==> src/rtl/pixel_stream_proc_pkg.sv <==
// Shared constants for the image pipeline: opcode encodings and luma weights.
// Optional feature macro: PIXEL_STREAM_THRESH_EN (see pixel_alu / pixel_stream_proc).
package image_proc_pkg;

    typedef enum logic [2:0] {
        OP_PASS   = 3'd0,
        OP_BRIGHT = 3'd1,
        OP_GRAY   = 3'd2,
        OP_INVERT = 3'd3,
        OP_THRESH = 3'd4
    } op_e;

    // ITU-R BT.601 weights scaled by 256
    localparam int unsigned LUMA_R     = 77;
    localparam int unsigned LUMA_G     = 150;
    localparam int unsigned LUMA_B     = 29;
    localparam int unsigned LUMA_SHIFT = 8;

endpackage

==> src/rtl/pixel_stream_proc_if.sv <==
// Valid/ready pixel stream bundle: input pixel channel plus output pixel channel with coordinates.
// Optional feature macro: PIXEL_STREAM_THRESH_EN (not used here).
interface pixel_stream_proc_if #(
    parameter int DW = 8,
    parameter int CW = 11
);
    logic          in_valid;
    logic          in_ready;
    logic [DW-1:0] in_r;
    logic [DW-1:0] in_g;
    logic [DW-1:0] in_b;

    logic          out_valid;
    logic          out_ready;
    logic [DW-1:0] out_r;
    logic [DW-1:0] out_g;
    logic [DW-1:0] out_b;
    logic [CW-1:0] out_row;
    logic [CW-1:0] out_col;
    logic          out_eof;

    modport master (
        output in_valid, in_r, in_g, in_b, out_ready,
        input  in_ready, out_valid, out_r, out_g, out_b, out_row, out_col, out_eof
    );

    modport slave (
        input  in_valid, in_r, in_g, in_b, out_ready,
        output in_ready, out_valid, out_r, out_g, out_b, out_row, out_col, out_eof
    );
endinterface

==> src/rtl/pixel_stream_proc_alu.sv <==
// pixel_alu: combinational per-pixel operation (pass, saturating brightness, gray, invert, threshold).
// PIXEL_STREAM_THRESH_EN builds the threshold comparator; otherwise opcode 4 passes through.
module pixel_alu
    import image_proc_pkg::*;
#(
    parameter int DW = 8
) (
    input  logic [2:0]       op_i,
    input  logic signed [DW:0] delta_i,
    input  logic [DW-1:0]    thresh_i,
    input  logic [DW-1:0]    r_i,
    input  logic [DW-1:0]    g_i,
    input  logic [DW-1:0]    b_i,
    output logic [DW-1:0]    r_o,
    output logic [DW-1:0]    g_o,
    output logic [DW-1:0]    b_o
);
    localparam logic [DW-1:0] MAXV = '1;

    logic [DW+7:0] luma_sum;
    logic [DW-1:0] luma;

    // Sum fits in DW+2 bits; top bit flags negative, next bit flags overflow
    function automatic logic [DW-1:0] sat_add(input logic [DW-1:0] x, input logic signed [DW:0] d);
        logic [DW+1:0] s;
        s = {2'b00, x} + {d[DW], d};
        if (s[DW+1])
            return '0;
        else if (s[DW])
            return MAXV;
        else
            return s[DW-1:0];
    endfunction

    assign luma_sum = (DW+8)'(LUMA_R) * (DW+8)'(r_i)
                    + (DW+8)'(LUMA_G) * (DW+8)'(g_i)
                    + (DW+8)'(LUMA_B) * (DW+8)'(b_i);
    assign luma     = DW'(luma_sum >> LUMA_SHIFT);

`ifndef PIXEL_STREAM_THRESH_EN
    logic unused_thresh;
    assign unused_thresh = ^thresh_i;
`endif

    always_comb begin
        r_o = r_i;
        g_o = g_i;
        b_o = b_i;
        case (op_i)
            OP_BRIGHT: begin
                r_o = sat_add(r_i, delta_i);
                g_o = sat_add(g_i, delta_i);
                b_o = sat_add(b_i, delta_i);
            end
            OP_GRAY: begin
                r_o = luma;
                g_o = luma;
                b_o = luma;
            end
            OP_INVERT: begin
                r_o = MAXV - r_i;
                g_o = MAXV - g_i;
                b_o = MAXV - b_i;
            end
`ifdef PIXEL_STREAM_THRESH_EN
            OP_THRESH: begin
                r_o = (luma >= thresh_i) ? MAXV : '0;
                g_o = (luma >= thresh_i) ? MAXV : '0;
                b_o = (luma >= thresh_i) ? MAXV : '0;
            end
`endif
            default: ;
        endcase
    end
endmodule

==> src/rtl/pixel_stream_proc.sv <==
// Two-stage valid/ready RGB pixel processor with per-frame latched configuration and coordinates.
// PIXEL_STREAM_THRESH_EN enables the threshold operation inside pixel_alu.
module pixel_stream_proc
    import image_proc_pkg::*;
#(
    parameter int DW = 8,
    parameter int CW = 11
) (
    input  logic               clk_i,
    input  logic               rst_i,
    input  logic [2:0]         opcode_i,
    input  logic signed [DW:0] cfg_delta_i,
    input  logic [DW-1:0]      cfg_thresh_i,
    input  logic [CW-1:0]      width_i,
    input  logic [CW-1:0]      height_i,
    output logic               busy_o,
    pixel_stream_proc_if.slave px
);
    logic en, hs_in, at_origin, frame_start, last_col, last_row;
    logic [CW-1:0] col_q, row_q, col_d, row_d;
    logic [CW-1:0] width_q, height_q, w_cur, h_cur;
    logic [2:0]    op_q;
    logic signed [DW:0] delta_q;
    logic [DW-1:0] thresh_q;

    logic          v1_q, eof1_q, v2_q, eof2_q, busy_q;
    logic [DW-1:0] r1_q, g1_q, b1_q, r2_q, g2_q, b2_q;
    logic [CW-1:0] row1_q, col1_q, row2_q, col2_q;
    logic [DW-1:0] alu_r, alu_g, alu_b;

    function automatic logic [CW-1:0] at_least_one(input logic [CW-1:0] v);
        return (v == '0) ? CW'(1) : v;
    endfunction

    assign en          = !v2_q || px.out_ready;
    assign hs_in       = px.in_valid && en;
    assign at_origin   = (row_q == '0) && (col_q == '0);
    assign frame_start = hs_in && at_origin;
    // The first pixel of a frame must already see the new frame size
    assign w_cur       = at_origin ? at_least_one(width_i)  : width_q;
    assign h_cur       = at_origin ? at_least_one(height_i) : height_q;
    assign last_col    = (col_q == w_cur - CW'(1));
    assign last_row    = (row_q == h_cur - CW'(1));

    always_comb begin
        col_d = col_q;
        row_d = row_q;
        if (hs_in) begin
            if (last_col) begin
                col_d = '0;
                row_d = last_row ? '0 : row_q + CW'(1);
            end else begin
                col_d = col_q + CW'(1);
            end
        end
    end

    pixel_alu #(.DW(DW)) u_alu (
        .op_i     (op_q),
        .delta_i  (delta_q),
        .thresh_i (thresh_q),
        .r_i      (r1_q),
        .g_i      (g1_q),
        .b_i      (b1_q),
        .r_o      (alu_r),
        .g_o      (alu_g),
        .b_o      (alu_b)
    );

    always_ff @(posedge clk_i) begin
        if (rst_i) begin
            col_q    <= '0;
            row_q    <= '0;
            width_q  <= CW'(1);
            height_q <= CW'(1);
            op_q     <= OP_PASS;
            delta_q  <= '0;
            thresh_q <= '0;
            v1_q     <= 1'b0;
            r1_q     <= '0;
            g1_q     <= '0;
            b1_q     <= '0;
            row1_q   <= '0;
            col1_q   <= '0;
            eof1_q   <= 1'b0;
            v2_q     <= 1'b0;
            r2_q     <= '0;
            g2_q     <= '0;
            b2_q     <= '0;
            row2_q   <= '0;
            col2_q   <= '0;
            eof2_q   <= 1'b0;
            busy_q   <= 1'b0;
        end else begin
            col_q <= col_d;
            row_q <= row_d;
            if (frame_start) begin
                op_q     <= opcode_i;
                delta_q  <= cfg_delta_i;
                thresh_q <= cfg_thresh_i;
                width_q  <= at_least_one(width_i);
                height_q <= at_least_one(height_i);
            end
            if (en) begin
                v1_q <= px.in_valid;
                if (px.in_valid) begin
                    r1_q   <= px.in_r;
                    g1_q   <= px.in_g;
                    b1_q   <= px.in_b;
                    row1_q <= row_q;
                    col1_q <= col_q;
                    eof1_q <= last_col && last_row;
                end
                v2_q <= v1_q;
                if (v1_q) begin
                    r2_q   <= alu_r;
                    g2_q   <= alu_g;
                    b2_q   <= alu_b;
                    row2_q <= row1_q;
                    col2_q <= col1_q;
                    eof2_q <= eof1_q;
                end
            end
            // A new frame starting on the same edge as the old one ending keeps busy high
            if (frame_start)
                busy_q <= 1'b1;
            else if (v2_q && px.out_ready && eof2_q)
                busy_q <= 1'b0;
        end
    end

    assign px.in_ready  = en;
    assign px.out_valid = v2_q;
    assign px.out_r     = r2_q;
    assign px.out_g     = g2_q;
    assign px.out_b     = b2_q;
    assign px.out_row   = row2_q;
    assign px.out_col   = col2_q;
    assign px.out_eof   = eof2_q;
    assign busy_o       = busy_q;
endmodule
==> src/flat_wrapper.sv <==
// flat-port wrapper written by rule: the top's interface ports become plain ports
module pixel_stream_proc_flat import image_proc_pkg::*;
#(
    parameter int DW = 8,
    parameter int CW = 11
)
  (clk_i, rst_i, opcode_i, cfg_delta_i, cfg_thresh_i, width_i, height_i, busy_o, px_in_valid, px_in_r, px_in_g, px_in_b, px_out_ready, px_in_ready, px_out_valid, px_out_r, px_out_g, px_out_b, px_out_row, px_out_col, px_out_eof);
  pixel_stream_proc_if #(.DW(DW), .CW(CW)) px_i ();
  input  logic clk_i;
  input  logic rst_i;
  input  logic [2:0] opcode_i;
  input  logic signed [DW:0] cfg_delta_i;
  input  logic [DW-1:0] cfg_thresh_i;
  input  logic [CW-1:0] width_i;
  input  logic [CW-1:0] height_i;
  output logic busy_o;
  input wire logic [$bits(px_i.in_valid)-1:0] px_in_valid;
  input wire logic [$bits(px_i.in_r)-1:0] px_in_r;
  input wire logic [$bits(px_i.in_g)-1:0] px_in_g;
  input wire logic [$bits(px_i.in_b)-1:0] px_in_b;
  input wire logic [$bits(px_i.out_ready)-1:0] px_out_ready;
  output wire logic [$bits(px_i.in_ready)-1:0] px_in_ready;
  output wire logic [$bits(px_i.out_valid)-1:0] px_out_valid;
  output wire logic [$bits(px_i.out_r)-1:0] px_out_r;
  output wire logic [$bits(px_i.out_g)-1:0] px_out_g;
  output wire logic [$bits(px_i.out_b)-1:0] px_out_b;
  output wire logic [$bits(px_i.out_row)-1:0] px_out_row;
  output wire logic [$bits(px_i.out_col)-1:0] px_out_col;
  output wire logic [$bits(px_i.out_eof)-1:0] px_out_eof;
  assign px_i.in_valid = px_in_valid;
  assign px_i.in_r = px_in_r;
  assign px_i.in_g = px_in_g;
  assign px_i.in_b = px_in_b;
  assign px_i.out_ready = px_out_ready;
  assign px_in_ready = px_i.in_ready;
  assign px_out_valid = px_i.out_valid;
  assign px_out_r = px_i.out_r;
  assign px_out_g = px_i.out_g;
  assign px_out_b = px_i.out_b;
  assign px_out_row = px_i.out_row;
  assign px_out_col = px_i.out_col;
  assign px_out_eof = px_i.out_eof;
  pixel_stream_proc #(.DW(DW), .CW(CW)) u_core (.clk_i(clk_i), .rst_i(rst_i), .opcode_i(opcode_i), .cfg_delta_i(cfg_delta_i), .cfg_thresh_i(cfg_thresh_i), .width_i(width_i), .height_i(height_i), .busy_o(busy_o), .px(px_i));
endmodule
==> config.mk <==
export PLATFORM = sky130hd
export DESIGN_NAME = pixel_stream_proc_flat
export DESIGN_NICKNAME = d
export VERILOG_FILES = /design/src/rtl/pixel_stream_proc_pkg.sv /design/src/rtl/pixel_stream_proc_if.sv /design/src/rtl/pixel_stream_proc_alu.sv /design/src/rtl/pixel_stream_proc.sv /design/src/flat_wrapper.sv
export SDC_FILE = /design/constraint.sdc
export NUM_CORES = 1
export LEC_CHECK = 0
export CORE_AREA = 2 2 177 179
export CTS_BUF_LIST = sky130_fd_sc_hd__clkbuf_16
export DETAILED_ROUTE_END_ITERATION = 10
export DIE_AREA = 0 0 179 181
export DONT_BUFFER_PORTS = 1
export GPL_ROUTABILITY_DRIVEN = 0
export RECOVER_POWER = 50
export SYNTH_ARGS = -nofsm -noshare
export SYNTH_HDL_FRONTEND = slang
export SYNTH_HIERARCHICAL = 1
export SYNTH_SLANG_ARGS = --single-unit
export TNS_END_PERCENT = 100
==> constraint.sdc <==
create_clock -name clk_i -period 6.9 [get_ports clk_i]
set_clock_uncertainty 0.15 [all_clocks]
set_input_delay 0 -clock clk_i [delete_from_list [all_inputs] [get_ports clk_i]]
set_output_delay 0 -clock clk_i [all_outputs]
set_load 0.1 [all_outputs]
After elaboration in Yosys (flattened, before gate mapping)
Cells that the tools add are included.
W data, S select, Z words.
{ "totals": {"elab_cells": 74, "in_bits": 70, "reg_bits": 153, "out_inout_bits": 50} }
{ "classes": {"addsub": 12, "muxes": 17, "n_reduce_logical": 16, "eq_ne": 5, "mul": 3} }
{ "ops": {"columns": ["op", "n"], "rows": [
  ["$pmux W8 S3", 3],
  ["$mux W11", 6],
  ["$mux W8", 6],
  ["$logic_not A11 Y1", 4],
  ["$add A9 B9 Y10", 3],
  ["$mul A7 B8 Y15 const A", 2],
  ["$sub A8 B8 Y8 const A", 3],
  ["$add A11 B1 Y11 const B", 2],
  ["$eq A11 B11 Y1", 2],
  ["$sub A11 B1 Y11 const B", 2],
  ["$add A15 B16 Y16", 1],
  ["$add A16 B13 Y16", 1],
  ["$mul A5 B8 Y13 const A", 1],
  ["$eq A3 B2 Y1 const B", 2],
  ["$logic_and A1 B1 Y1", 6],
  ["$reduce_and A2 Y1", 3],
  ["$eq A3 B1 Y1 const B", 1],
  ["$mux W1", 2],
  ["$reduce_bool A2 Y1", 1],
  ["$logic_not A1 Y1", 1],
  ["$logic_or A1 B1 Y1", 1]
]} }

Longest topological paths before layout
{ "logic_depth": {"ltp_word": 6, "ltp_mapped": 27, "mapped_depth_nobuf": 27} }

Cells and area by module
The synthesis kept the hierarchy.
{ "modules_own_cells": {"columns": ["module", "area_each_um2", "instances", "cells_each", "seq_area_each_um2"], "rows": [
  ["pixel_stream_proc", 7329.5, 1, 967, 3223.1],
  ["pixel_alu", 4714.5, 1, 557, 0.0]
]} }

Worst setup path after synthesis
Ideal clock, no wire load.
{ "synth_timing": {"kind": "reg2reg", "startpoint": "reg u_core.g1_q[4]", "endpoint": "reg u_core.b2_q[7] (netlist: u_core/px.out_b[7])", "arrival_time_ns": 5.955, "path_buffers": 0, "path_stages_with_launch": 25, "synth_period_minus_slack_ns": 6.237, "setup_time_ns": 0.132, "path_slack_ns": 0.663, "t_required_ns": 6.618, "cell_sequence": "dfxtp_1 -> ha_1 -> ha_1 -> inv_1 -> fa_1 -> fa_1 -> inv_1 -> ha_1 -> a211oi_1 -> a21oi_1 -> fa_1 -> fa_1 -> inv_1 -> fa_1 -> fa_1 -> inv_1 -> ha_1 -> o21ai_1 -> a21oi_2 -> o211a_2 -> a21oi_2 -> xnor2_1 -> o211ai_1 -> nand2_1 -> a21oi_1"} }
{ "synth_between": {"elab_chain_len": 4} }
{ "synth_lines": {"columns": ["element", "line", "text"], "rows": [
  ["start, declared", "pixel_stream_proc.sv:27", "logic [DW-1:0] r1_q, g1_q, b1_q, r2_q, g2_q, b2_q;"],
  ["start signal, assigned", "pixel_stream_proc.sv:108", "g1_q <= px.in_g;"],
  ["$mul A7 B8 Y15", "pixel_stream_proc_alu.sv:36", "+ (DW+8)'(LUMA_G) * (DW+8)'(g_i)"],
  ["$add A15 B16 Y16", "pixel_stream_proc_alu.sv:36", null],
  ["$add A16 B13 Y16", "pixel_stream_proc_alu.sv:37", "+ (DW+8)'(LUMA_B) * (DW+8)'(b_i);"],
  ["$pmux W8 S3", "pixel_stream_proc_alu.sv:49", "case (op_i)"],
  ["net u_core.alu_b[7]", "pixel_stream_proc.sv:29", "logic [DW-1:0] alu_r, alu_g, alu_b;"],
  ["end signal, assigned", "pixel_stream_proc.sv:118", "b2_q <= alu_b;"],
  ["end, declared", "pixel_stream_proc.sv:27", null]
]} }
The timed path passes the listed nets, and every way through them passes these cells.
A chain may end at the register's enable or synchronous reset.

Worst setup path in the final report
{ "layout_timing": {"startpoint": "reg u_core.g1_q[3]", "endpoint": "reg u_core.b2_q[7] (netlist: u_core/px.out_b[7])"} }
Same word-level chain as after synthesis.

==> results.md <==
- Via/cell ratio: about 5.5
- CP Max Fanout: 4
- CTS Buf Count: 17
- Worst hold path type: input port to register
- P&R area growth vs syn: 14.1%
- Wire per inst: 17.5 um
- WL final: about 34 mm
- Yosys warning count: 6
- Syn nets: approximately 1,700
- Final Max Slew Viols: 96
- Pin count of the biggest net entering global routing: 133
- Post-Syn Area: 11,800 sq um
- Post-CTS Setup Bufs: 0
- VDD IR max: 0.000131 V
- GR Util All Layers: 0.215
- Worst setup SP type: register
- Share of layout cells above drive strength 1: 0.0567
- Most common cell after layout, fill and taps aside: nand2_1
- CP Capture Type: register
- Power per Cell Area: 238 nW/um^2
- Die area: 32,400 sq um
- Clk slew on worst S/H paths: 0.06 ns
- Final core utilization: 0.443
- DR iter-0 viols: 780
- Worst relative slew slack: -0.722
- Vias: 10,600
- FP Rows: 64
- # DRC: 0
- First-pass DRT Iterations: 5
- Synth Area per Inst: 7.90 sq um
- Final period util: 0.943
- Hold depth: 5
- Hpwl dp: 24.8 mm
- Worst Max-Slew Pin Slew: 2.58 ns
- Critical Path RT: 7.11 ns
- First-pass GRT wire length: 54.8 mm
- Most frequent cells in the layout: 289 x nand2_1, 188 x a21oi_1, 153 x dfxtp_1, 114 x ha_1, 111 x inv_1
- Area after DPL: 12,100 sq um
- Setup TNS: 0 ns
- R2r worst-path depth: 27
- ANT nets after route: 0
- Fmax: 0.154 GHz
- Hold Vio Cnt, Final: 0
- Initial antenna violation count: 1
- Core area: 30,300 sq um
- Crit path time final: about 6.5 ns
- MaxCap Viol Count: 2
- Vias in the first global route: 10,300
- Status: complete, but fails checks
- Setup violators final: 0
- Antenna cells: 0
- Crit Path Class: register to register
- Num Clock Sinks: 153
- Gr ovfl total: 0
- Fin area: roughly 13,000 sq um
- Max H-tree Level: 4
- CTS tree: yes
- Cells after Synth: 1,492
- Worst EP arrival: between 6 and 7 ns
- Violated checks: max-capacitance violations, max-slew violations
- Root buf cell: clkbuf_16
- Initial Utilization: 0.388
- Die W: 179 um
- Port Buffers: 0
- # IOs: 120
- Worst-skew pair later-pin latency: 0.43 ns
- Leak: about 5.7 nW
- Final nets: 1,764
- RSZ-0062 raised after global routing: no
- CTS max path bufs: 2
- Die Y: ~180 um
registers in the layout (all words and copies together) (netlist names), 9 cells and up:
| signal | flops |
|---|---|
| u_core/px.out_col | 11 |
| u_core/px.out_row | 11 |
| u_core/col1_q | 11 |
| u_core/row_q | 11 |
| u_core/width_q | 11 |
| u_core/delta_q | 9 |
| u_core/row1_q | 11 |
| u_core/col_q | 11 |
| u_core/height_q | 11 |
final cells by class:
| cell class | instances | area [sq um] |
|---|---|---|
| fill | 3005 | 16900 |
| tap | 396 | 495 |
| timing repair buffer | 87 | 825 |
| multi-input combinational | 1153 | 8020 |
| inverter | 110 | 413 |
| sequential | 153 | 3060 |
| clock inverter | 14 | 195 |
| clock buffer | 17 | 425 |
through the flow:
step | instances | power (mW) | hold WS (ns) | setup slack (ns)
floorplan | 1492 | 1.94 | -0.0140 | 0.663
global placement | 1833 | 2.15 | -0.0714 | 0.389
detailed placement | 1833 | 2.16 | -0.0710 | 0.388
CTS | 1930 | 3.23 | 0.0375 | 0.335
global route | 1930 | 3.45 | 0.115 | 0.0135
finish | 1930 | 3.20 | 0.0630 | 0.393
critical path: stages, from the launching register on:
cell and delay, ns:
dfxtp_1 0.31, ha_1 0.29, ha_1 0.28, ha_1 0.29, inv_1 0.05, fa_1 0.49
inv_1 0.04, ha_1 0.32, o21ai_0 0.13, o21bai_1 0.23, a21o_1 0.20, xor2_1 0.16
ha_1 0.26, fa_1 0.51, inv_1 0.05, fa_1 0.38, fa_1 0.52, inv_1 0.04
ha_1 0.35, o21ai_1 0.17, a21oi_1 0.09, a211o_1 0.27, o211a_2 0.16, a21oi_2 0.18
xnor2_2 0.11, o211ai_1 0.21, nand2_1 0.08, a21oi_1 0.13
metal layers:
| layer | share of wire | vias to the layer above | GRT usage |
|---|---|---|---|
| met2 | 0.49 | 309 | 0.363 |
| li1 | - | 5202 | - |
| met3 | 0.059 | 38 | 0.0385 |
| met4 | 0.027 | 2 | 0.0741 |
| met1 | 0.42 | 5046 | 0.273 |
| met5 | 0.00038 | - | 0 |
final timing paths:
kind | startpoint | end | slack [ns]
setup reg to reg | u_core/g1_q[3] | u_core/px.out_b[7] | 0.39
setup / recovery | u_core/g1_q[3] | u_core/px.out_b[7] | 0.39
hold reg to reg | u_core/row1_q[8] | u_core/px.out_row[8] | 0.30
hold / removal | width_i[6] | u_core/row_q[9] | 0.06
power by group:
group	switching, mW	internal (mW)
Sequential	0.109	0.916
Clock	0.394	0.607
Combinational	0.687	0.491
Total	1.19	2.01
repair_timing:
action / CTS / global route
hold buffers: 66 / 0
endpoints found under the setup margin: 0 / 3
hold endpoints to repair: 144 / 0
resized for setup: 0 / 3
Note: power is estimated with default switching activity, not from simulation.
